--- config.mk ---
export PLATFORM = sky130hd
export DESIGN_NAME = alu_execute
export DESIGN_NICKNAME = d
export VERILOG_FILES = /design/src/rtl/alu_execute.sv
export SDC_FILE = /design/constraint.sdc
export NUM_CORES = 1
export LEC_CHECK = 0
export ABC_AREA = 1
export CAP_MARGIN = 10
export CORE_ASPECT_RATIO = 1.25
export CORE_MARGIN = 2
export CORE_UTILIZATION = 62
export DETAILED_ROUTE_END_ITERATION = 7
export PLACE_DENSITY_LB_ADDON = 0.2
export SLEW_MARGIN = 15
export SYNTH_ARGS = -nofsm -noshare
export SYNTH_HDL_FRONTEND = slang
export SYNTH_SLANG_ARGS = --single-unit
--- constraint.sdc ---
create_clock -name clock -period 3.1 [get_ports clock]
set_clock_uncertainty 0.2 [all_clocks]
set_input_delay 0.62 -clock clock [delete_from_list [all_inputs] [get_ports clock]]
set_output_delay 0.62 -clock clock [all_outputs]
set_load 0.01 [all_outputs]
--- src/rtl/alu_execute.sv ---
// Single-issue ALU execute stage with valid/ready handshakes on both sides.
// Single-cycle ops finish in one cycle; MUL runs an iterative shift-add over WIDTH cycles.
module alu_execute #(
    parameter int WIDTH = 32
) (
    input  logic                     clock,
    input  logic                     reset,
    input  logic                     in_valid,
    output logic                     in_ready,
    input  logic [3:0]               alu_control,
    input  logic                     regwrite_control,
    input  logic [WIDTH-1:0]         rs1_data,
    input  logic [WIDTH-1:0]         rs2_data,
    input  logic [4:0]               rd_addr,
    output logic                     out_valid,
    input  logic                     out_ready,
    output logic [WIDTH-1:0]         result,
    output logic [4:0]               rd_out,
    output logic                     regwrite_out,
    output logic                     zero,
    output logic                     illegal
);
    localparam int SW = $clog2(WIDTH);
    localparam logic [SW-1:0] LAST = SW'(WIDTH - 1);

    typedef enum logic [1:0] {IDLE, MUL, DONE} state_t;

    state_t           r_state;
    logic [WIDTH-1:0] r_result;
    logic [4:0]       r_rd_out;
    logic             r_regwrite;
    logic             r_illegal;
    logic             r_out_valid;
    logic [WIDTH-1:0] r_acc;
    logic [WIDTH-1:0] r_mcand;
    logic [WIDTH-1:0] r_mplier;
    logic [SW-1:0]    r_count;
    logic             r_wr_mul;

    logic [WIDTH-1:0] w_alu_result;
    logic             w_illegal;
    logic             w_wr;
    logic             w_accept;
    logic [SW-1:0]    w_shamt;
    logic [WIDTH-1:0] w_partial;

    assign w_shamt   = rs2_data[SW-1:0];
    assign w_accept  = in_valid && (r_state == IDLE);
    assign w_wr      = regwrite_control && (rd_addr != 5'd0) && !w_illegal;
    assign w_partial = r_acc + (r_mplier[0] ? r_mcand : '0);

    // NOTE: every output of this block gets a default first, so no path leaves a latch behind.
    always_comb begin
        w_alu_result = '0;
        w_illegal    = 1'b0;
        case (alu_control)
            4'b0000: w_alu_result = rs1_data & rs2_data;
            4'b0001: w_alu_result = rs1_data | rs2_data;
            4'b0010: w_alu_result = rs1_data + rs2_data;
            4'b0011: w_alu_result = rs1_data << w_shamt;
            4'b0100: w_alu_result = rs1_data - rs2_data;
            4'b0101: w_alu_result = rs1_data >> w_shamt;
            4'b0110: w_alu_result = '0;
            4'b0111: w_alu_result = rs1_data ^ rs2_data;
            default: w_illegal    = 1'b1;
        endcase
    end

    // NOTE: state is updated with non-blocking assignments so every register samples pre-edge values.
    always_ff @(posedge clock or negedge reset) begin
        if (!reset) begin
            r_state     <= IDLE;
            r_result    <= '0;
            r_rd_out    <= '0;
            r_regwrite  <= 1'b0;
            r_illegal   <= 1'b0;
            r_out_valid <= 1'b0;
            r_acc       <= '0;
            r_mcand     <= '0;
            r_mplier    <= '0;
            r_count     <= '0;
            r_wr_mul    <= 1'b0;
        end else begin
            case (r_state)
                IDLE: begin
                    if (w_accept) begin
                        r_rd_out <= rd_addr;
                        if (alu_control == 4'b0110) begin
                            r_acc    <= '0;
                            r_mcand  <= rs1_data;
                            r_mplier <= rs2_data;
                            r_count  <= '0;
                            r_wr_mul <= w_wr;
                            r_state  <= MUL;
                        end else begin
                            r_result    <= w_alu_result;
                            r_illegal   <= w_illegal;
                            r_regwrite  <= w_wr;
                            r_out_valid <= 1'b1;
                            r_state     <= DONE;
                        end
                    end
                end
                MUL: begin
                    // One multiplier bit per cycle; the final partial sum is the product.
                    r_acc    <= w_partial;
                    r_mcand  <= r_mcand << 1;
                    r_mplier <= r_mplier >> 1;
                    r_count  <= r_count + SW'(1);
                    if (r_count == LAST) begin
                        r_result    <= w_partial;
                        r_regwrite  <= r_wr_mul;
                        r_out_valid <= 1'b1;
                        r_state     <= DONE;
                    end
                end
                DONE: begin
                    if (out_ready) begin
                        r_out_valid <= 1'b0;
                        r_regwrite  <= 1'b0;
                        r_illegal   <= 1'b0;
                        r_state     <= IDLE;
                    end
                end
                default: r_state <= IDLE;
            endcase
        end
    end

    assign in_ready     = (r_state == IDLE);
    assign out_valid    = r_out_valid;
    assign result       = r_result;
    assign rd_out       = r_rd_out;
    assign regwrite_out = r_regwrite;
    assign illegal      = r_illegal;
    assign zero         = (r_result == '0);

endmodule

==> summary.txt, run 1 <==
Outcome
  – Status: did not finish
  – Last stage: global routing (5_1_grt)
  – Err: [ERROR GRT-0232] Routing congestion too high. Check the congestion heatmap in the GUI.

Clock tree
  – CTS Root Cell: clkbuf_16
  – Num CTS Buffers: 17
  – CTS Sinks: 144
  – CTS H-Tree Depth: 4
  – CTS Buffer Depth: 2

Placement
  – Post-DP HPWL: 57.51 mm
  – Setup WS pre-CTS: -1.302 ns
  – Dpl cells: 3,605
  – Gpl congestion: 1.147
  – Port Buf Inserts: 119
  – Placed Area: 21,300 um^2

Synth
  – Mapped Cells: 2,886
  – Most numerous cell in the Yosys netlist: nand2_1
  – Synth top area share: 0.2140
  – Yosys reg bits: 144
  – Library cells used by synthesis: 60
  – Synth async-reset ratio: 1.000
  – Mapped Nets: 3,100
  – Most frequent cells after synthesis: nand2_1 (979), nand3_1 (359), inv_1 (339)
  – Top cell type by total area after synthesis: nand2_1
  – Sequential share of the synthesized area: 0.2098
  – Prevailing post-synth register cell: dfrtp_1
  – EDFF count, synth: 0
  – Syn Area/Cell: 5.951 um^2
  – Ranking of synthesized cells by area: nand2_1 (21%), dfrtp_1 (21%), nand3_1 (10%)
  – Syn. warnings: 0
  – Syn Std Cell Area: 17,170 um^2

Die
  – Die height: 190.1 um
  – Die W: 152.9 um
  – I/O pins: 120
  – Initial core utilization: 0.6269
  – Placement Rows: 68

STA
  – Worst EP kind: register input
  – Worst Endpoint after GRT Repair: result[28]$_DFFE_PN0P_/D

GRT
  – GRT Util Overall: 0.6537
  – Grt ovf: 27
  – Largest net degree at the start of global routing: 108
[cell families after synthesis]
group,Yosys count,share of synthesized area
buffers and inverters,472,0.1133
AND/OR/NAND/NOR,1727,0.4293
AO/OA/AOI/OAI,371,0.1290
adder cells (fa/ha/maj),136,0.09996
multiplexers,2,0.001311
flip-flops,144,0.2098
XOR/XNOR,34,0.01734
[stage by stage]
step,hold slack (ns),setup TNS [ns],util
floorplan,0.1244,-6.081,-
global placement,0.2598,-27.52,0.7775
CTS,0.2909,-5.800,0.8211
detailed placement,0.2724,-30.97,0.7775
[metal layers]
| layer | overflow | track usage |
|---|---|---|
| met5 | 0 | 0.09524 |
| met4 | 13 | 0.6549 |
| met3 | 0 | 0.4048 |
| met2 | 14 | 0.8767 |
| met1 | 0 | 0.6718 |
[timing repair]
| action | 4_1_cts |
|---|---|
| resized for setup | 155 |
| endpoints found under the setup margin | 30 |
| pin swaps | 70 |
| buffers inserted | 18 |
| hold endpoints to repair | 15 |
| hold buffers | 1 |
==> run 2: changes to the inputs <==
CORE_ASPECT_RATIO = not set   (was 1.25)
CORE_UTILIZATION = 40   (was 62)
PLACE_DENSITY_LB_ADDON = 0.15   (was 0.2)
==> summary.txt, run 2 <==
Clock tree
  – CTS Root Cell: clkbuf_16
  – CTS Sinks: 144
  – CTS Buffer Depth: 2
  – Clock Latency Late Sink: 0.48 ns
  – Num CTS Buffers: 17
  – CTS H-Tree Depth: 4
  – CTS tree: built
  – Worst-path clk slew: 0.07 ns

GRT
  – Largest net degree at the start of global routing: 108
  – GRT Util Overall: 0.3548
  – Grt ovf: 0
  – Initial antenna violation count: 1
  – First-pass GRT wire length: 119.5 mm
  – Vias in the first global route: 20,620

STA
  – # setup viols final: 26
  – Final setup margin: -0.3979 ns
  – Period utilisation layout: 1.128
  – Max-slew violations: 0
  – RSZ-0062 raised after global routing: true
  – Setup TNS: -5.364 ns
  – Peak Freq: 0.2859 GHz
  – Final Hold Viols: 0
  – Worst Tran Pin Value: 0.8499 ns
  – Normalized max-slew margin: 0.4334
  – Tmin final: 3.498 ns

Die
  – Die W: 211.2 um
  – I/O pins: 120
  – Die area: 44,610 um^2
  – Die height: 211.2 um
  – Placement Rows: 75
  – Initial core utilization: 0.4076
  – Core area: 42,130 um^2

Critical path
  – R2r worst-path depth: 13
  – CP required: 3.30 ns
  – Capturing point of the worst reg2reg path: result[27]
  – Internal reg-to-reg setup slack: 0.14 ns
  – Crit path from: rs2_data[3]
  – Worst-path fanout max: 4
  – Crit path to: result[29]
  – CP max stage delay: 0.38 ns
  – Worst path arrival time: 3.70 ns
  – WP depth: 24
  – R2R Path Start: r_mplier[0]
  – CP Capture Type: flip-flop
  – Startpoint Class: input port
  – Most numerous cell on the critical path: nand2_1
  – CP cell instances: buf_2 -> buf_6 -> nor3_4 -> nand3_2 -> nor2_4 -> inv_2 -> o21ai_4 -> o21ai_4 -> a21oi_4 -> o21ai_2 -> xor2_1 -> ha_1 -> buf_6 -> a21oi_4 -> nor2_1 -> nor2_1 -> nand2_1 -> a21oi_2 -> nand2_1 -> nand2_1 -> nand3_1 -> nand2_1 -> nand2_1 -> a21oi_1
  – Buf+Inv Stages, Crit Path: 4
  – Crit-path slowest cell: ha_1
  – CP top delay family: simple AND/OR/NAND/NOR gates
  – Worst Path Class, Setup: in -> reg

Job
  – Max-cap check violation count: 0

Layout
  – Final non-filler cell total: 3,984
  – P&R area growth vs syn: 43.78%
  – Fin nets: 3,646
  – Most frequent cells in the layout: nand2_1 (876), buf_4 (472), nand3_1 (326)
  – # diodes: 0
  – Share of cells above drive strength 1: 0.2731
  – Leading cell type in the layout, fill and taps excluded: nand2_1
  – Fill count: 4,134

Synth
  – Prevailing post-synth register cell: dfrtp_1
  – EDFF count, synth: 0
  – Synth async-reset ratio: 1.000
  – Yosys reg bits: 144
  – Synth Area in Simple Gates: 0.4293
  – Compound-Gate Fraction of Synth Area: 0.1290
  – Xor/xnor share of the synthesized area: 0.01734
  – Syn Area/Cell: 5.951 um^2
  – Mux cell area share after synthesis: 0.001311
  – Largest family of logic cells by synthesized area: simple AND/OR/NAND/NOR gates
  – Mapped Cells: 2,886
  – Top cell type by total area after synthesis: nand2_1
  – Syn Std Cell Area: 17,170 um^2
  – Most frequent cells after synthesis: nand2_1 (979), nand3_1 (359), inv_1 (339)
  – Synth top area share: 0.2140
  – Mapped Nets: 3,100
  – Syn. warnings: 0
  – Ranking of synthesized cells by area: nand2_1 (21%), dfrtp_1 (21%), nand3_1 (10%)
  – Sequential share of the synthesized area: 0.2098
  – Library cells used by synthesis: 60
  – Most numerous cell in the Yosys netlist: nand2_1
  – Post-Synth Adder-Cell Area: 0.09996

Drt
  – Routed WL per cell: 19.87 um
  – Vias post-DR: 21,640
  – First-pass iteration count of the detailed router: 7
  – Via density: 5.431
  – Final ANT Viol Nets: 0
  – DRT iter0 DRCs: 1,774
  – Remaining routing DRC violations: 0
  – Drt total wl: 79.16 mm

Placement
  – Gpl congestion: 1.008
  – Setup WS pre-CTS: -1.588 ns
  – Dpl cells: 3,891
  – Port Buf Inserts: 119
  – Post-DP HPWL: 62.84 mm

Outcome
  – Status: finished, violations left
  – Violated checks: setup timing

Power
  – Total Power: 16.10 mW
  – Peak supply drop: 0.4511 mV
  – Leak pwr: 13.04 nW
  – Pwr Density: 652.2 nW/um^2

Hold path
  – Hold Path Class: in -> reg
  – Hold Startpoint: rs2_data[10]
==> run 2: layout make-up <==
class                           count  area [um^2]  area share
Clock inverter                     15        155.1    0.006283
Inverter                          352         1343     0.05437
Multi-Input combinational cell   2270        13000      0.5263
Clock buffer                       17        425.4     0.01723
Timing Repair Buffer              647         5495      0.2225
Sequential cell                   144         3605      0.1460
Tap cell                          539        674.4     0.02731
==> run 2: timing repair <==
| action | 4_1_cts | 5_1_grt |
|---|---|---|
| pin swaps | 127 | 102 |
| resized for setup | 275 | 144 |
| setup endpoints to repair | 32 | 38 |
| hold endpoints to repair | 55 | 0 |
| hold buffers | 1 | 0 |
| cloned | 1 | 0 |
| setup buffers | 35 | 26 |
==> run 2: worst register-to-register path, stage by stage (launching register included) <==
cell	delay [ns]
dfrtp_2	0.46
buf_4	0.21
nand2_1	0.07
inv_1	0.04
ha_1	0.37
nand2_1	0.15
nor2_1	0.19
nand2_1	0.15
nor4_1	0.18
nand2_1	0.17
a21oi_1	0.21
nor2_2	0.09
nor2_1	0.23
a21boi_1	0.10
==> run 2: metrics by stage <==
step | area (um^2) | utilization | hold slack (ns)
floorplan | 17370 | - | 0.1244
global placement | 22330 | 0.5299 | 0.2612
detailed placement | 22330 | 0.5299 | 0.2753
CTS | 24060 | 0.5711 | 0.2948
global route | 24690 | 0.5860 | 0.2467
finish | 24690 | 0.5860 | 0.2383
==> run 2: worst min-delay path by stage <==
stage	to	slack [ns]	cells after the start
4_1_cts	r_acc[2]	0.29	2
2_1_floorplan	illegal	0.12	0
6_report	r_mplier[10]	0.24	3
3_3_place_gp	r_acc[0]	0.26	2
3_5_place_dp	regwrite_out	0.28	2
5_1_grt	r_mplier[10]	0.25	3
==> run 2: cells by family after synthesis <==
| family | Yosys count |
|---|---|
| AO/OA/AOI/OAI | 371 |
| XOR/XNOR | 34 |
| adder cells (fa/ha/maj) | 136 |
| buffers and inverters | 472 |
| flip-flops | 144 |
| multiplexers | 2 |
| AND/OR/NAND/NOR | 1727 |
==> run 2: metal layers <==
metal | part of all wire | track usage | routed length (um) | up-vias
li1 | - | - | - | 10450
met2 | 0.47 | 0.5869 | 37130 | 746
met1 | 0.41 | 0.4463 | 32730 | 10250
met5 | 0 | 0 | 0 | -
met4 | 0.063 | 0.2018 | 4996 | 0
met3 | 0.054 | 0.04460 | 4305 | 190
==> run 2: where the power goes <==
group          internal, mW  total (mW)  switching, mW
clock network          1.13        2.09          0.959
logic                  4.51        10.5           6.03
registers              2.76        3.48          0.714
(Power assumes the default switching activity.)
==> run 3: changes to the inputs <==
GPL_ROUTABILITY_DRIVEN = 1   (was not set)
==> results of run 3 <==
Final layout, timing and power as in run 2 (identical DEF).
==> run 4: changes to the inputs <==
CORE_ASPECT_RATIO = 0.6   (was not set)
==> summary.txt, run 4 (same netlist as run 2, synthesis figures left out) <==
Clock tree
  – Num CTS Buffers: 17
  – CTS tree: built
  – CTS Buffer Depth: 2
  – Clock Latency Late Sink: 0.45 ns
  – Worst-path clk slew: 0.07 ns
  – CTS Sinks: 144
  – CTS H-Tree Depth: 4
  – CTS Root Cell: clkbuf_16

Die
  – Core area: 42,090 um^2
  – Placement Rows: 58
  – Die area: 44,660 um^2
  – Die height: 164.5 um
  – Initial core utilization: 0.4080
  – I/O pins: 120
  – Die W: 271.5 um

Placement
  – Setup WS pre-CTS: -1.497 ns
  – Post-DP HPWL: 69.57 mm
  – Placed Area: 22,670 um^2
  – Dpl cells: 3,962
  – Gpl congestion: 1.065
  – Port Buf Inserts: 119

Critical path
  – Crit path to: result[23]
  – Worst-path fanout max: 3
  – Worst path arrival time: 3.71 ns
  – R2r worst-path depth: 18
  – Buf+Inv Stages, Crit Path: 8
  – Capturing point of the worst reg2reg path: result[29]
  – CP required: 3.23 ns
  – Worst Path Class, Setup: in -> reg
  – Internal reg-to-reg setup slack: 0.01 ns
  – CP top delay family: simple AND/OR/NAND/NOR gates
  – Crit path from: rs2_data[1]
  – CP max stage delay: 0.32 ns
  – Most numerous cell on the critical path: nand2_1
  – WP depth: 27
  – R2R Path Start: r_mplier[0]
  – CP Capture Type: flip-flop
  – Startpoint Class: input port
  – Crit-path slowest cell: ha_1

Power
  – Gate power share: 0.666
  – Pwr Density: 679.4 nW/um^2
  – Cell Int Power: 8.487 mW
  – Peak supply drop: 0.7394 mV
  – Register share of total power: 0.207
  – Clock share of power: 0.127
  – Leak pwr: 13.21 nW
  – Total Power: 16.90 mW
  – Sw frac: 0.4978
  – NetSw: 8.411 mW

Job
  – Max-cap check violation count: 0

Hold path
  – Hold Path Class: reg -> reg

GRT
  – Vias in the first global route: 20,450
  – Grt ovf: 0
  – Initial antenna violation count: 3
  – Largest net degree at the start of global routing: 108
  – First-pass GRT wire length: 127.3 mm
  – GRT Util Overall: 0.3809

Drt
  – Drt total wl: 86.70 mm
  – Routed WL per cell: 21.42 um
  – DRT iter0 DRCs: 3,095
  – First-pass iteration count of the detailed router: 6
  – Vias post-DR: 22,380
  – Remaining routing DRC violations: 0
  – Via density: 5.528
  – Final ANT Viol Nets: 0

Outcome
  – Status: finished, violations left
  – Violated checks: setup timing

Layout
  – Core Util, Final: 0.5909
  – P&R area growth vs syn: 44.81%
  – # diodes: 0
  – Final non-filler cell total: 4,048
  – Most frequent cells in the layout: nand2_1 (895), buf_4 (508), nand3_1 (340)
  – Design area: 24,870 um^2
  – Share of cells above drive strength 1: 0.2680
  – Leading cell type in the layout, fill and taps excluded: nand2_1
  – Fin nets: 3,679

STA
  – WHS: 0.2895 ns
  – Setup TNS: -7.440 ns
  – # setup viols final: 24
  – Worst Tran Pin Value: 0.9136 ns
  – Max-slew violations: 0
  – RSZ-0062 raised after global routing: true
  – Tmin final: 3.572 ns
  – Period utilisation layout: 1.152
  – Final setup margin: -0.4721 ns
  – Normalized max-slew margin: 0.3909
  – Peak Freq: 0.2799 GHz
  – Final Hold Viols: 0
==> run 4: cell type report <==
cell class	instances	area [um^2]
fillers	4091	17220
multi-input cells	2270	12870
repair buffers	680	5758
flip-flops and latches	144	3605
inverters	352	1345
well taps	570	713.2
clock buffers	18	429.2
clock inverters	14	146.4
==> run 4: worst min-delay path by stage <==
stage                    from        end  slack (ns)  cells past startpoint
floorplan               reset    illegal        0.12                      0
global placement     r_acc[0]   r_acc[0]        0.26                      2
detailed placement   r_acc[0]   r_acc[0]        0.27                      2
CTS                  r_acc[0]   r_acc[0]        0.29                      2
global route        r_acc[27]  r_acc[27]        0.31                      2
finish               r_acc[0]   r_acc[0]        0.29                      2
==> run 4: metal layers <==
| metal | global-route usage | routed length, um |
|---|---|---|
| met5 | 0 | 10 |
| met2 | 0.5042 | 32070 |
| met4 | 0.07218 | 1888 |
| met3 | 0.1271 | 11520 |
| met1 | 0.5845 | 41210 |
==> run 4: timing repair <==
action,CTS,global route
buffers inserted,34,24
hold endpoints to repair,52,0
resized for setup,182,181
gates cloned,0,0
pin swaps,80,77
setup endpoints to repair,36,42
hold buffers,1,0
==> run 4: power groups by stage <==
stage / Combinational (mW) / Clock (mW) / Sequential (mW)
3_5_place_dp: 10.4 / 0 / 3.47
3_3_place_gp: 10.3 / 0 / 3.44
2_1_floorplan: 5.70 / 0 / 3.34
6_report: 11.3 / 2.15 / 3.50
4_1_cts: 10.7 / 2.15 / 3.46
5_1_grt: 12.2 / 2.25 / 3.58
==> run 4: tightest hold or removal path, stage by stage, from the launching register on <==
cell and delay [ns]:
dfrtp_1 0.35, nand2_1 0.06, nand2_1 0.05
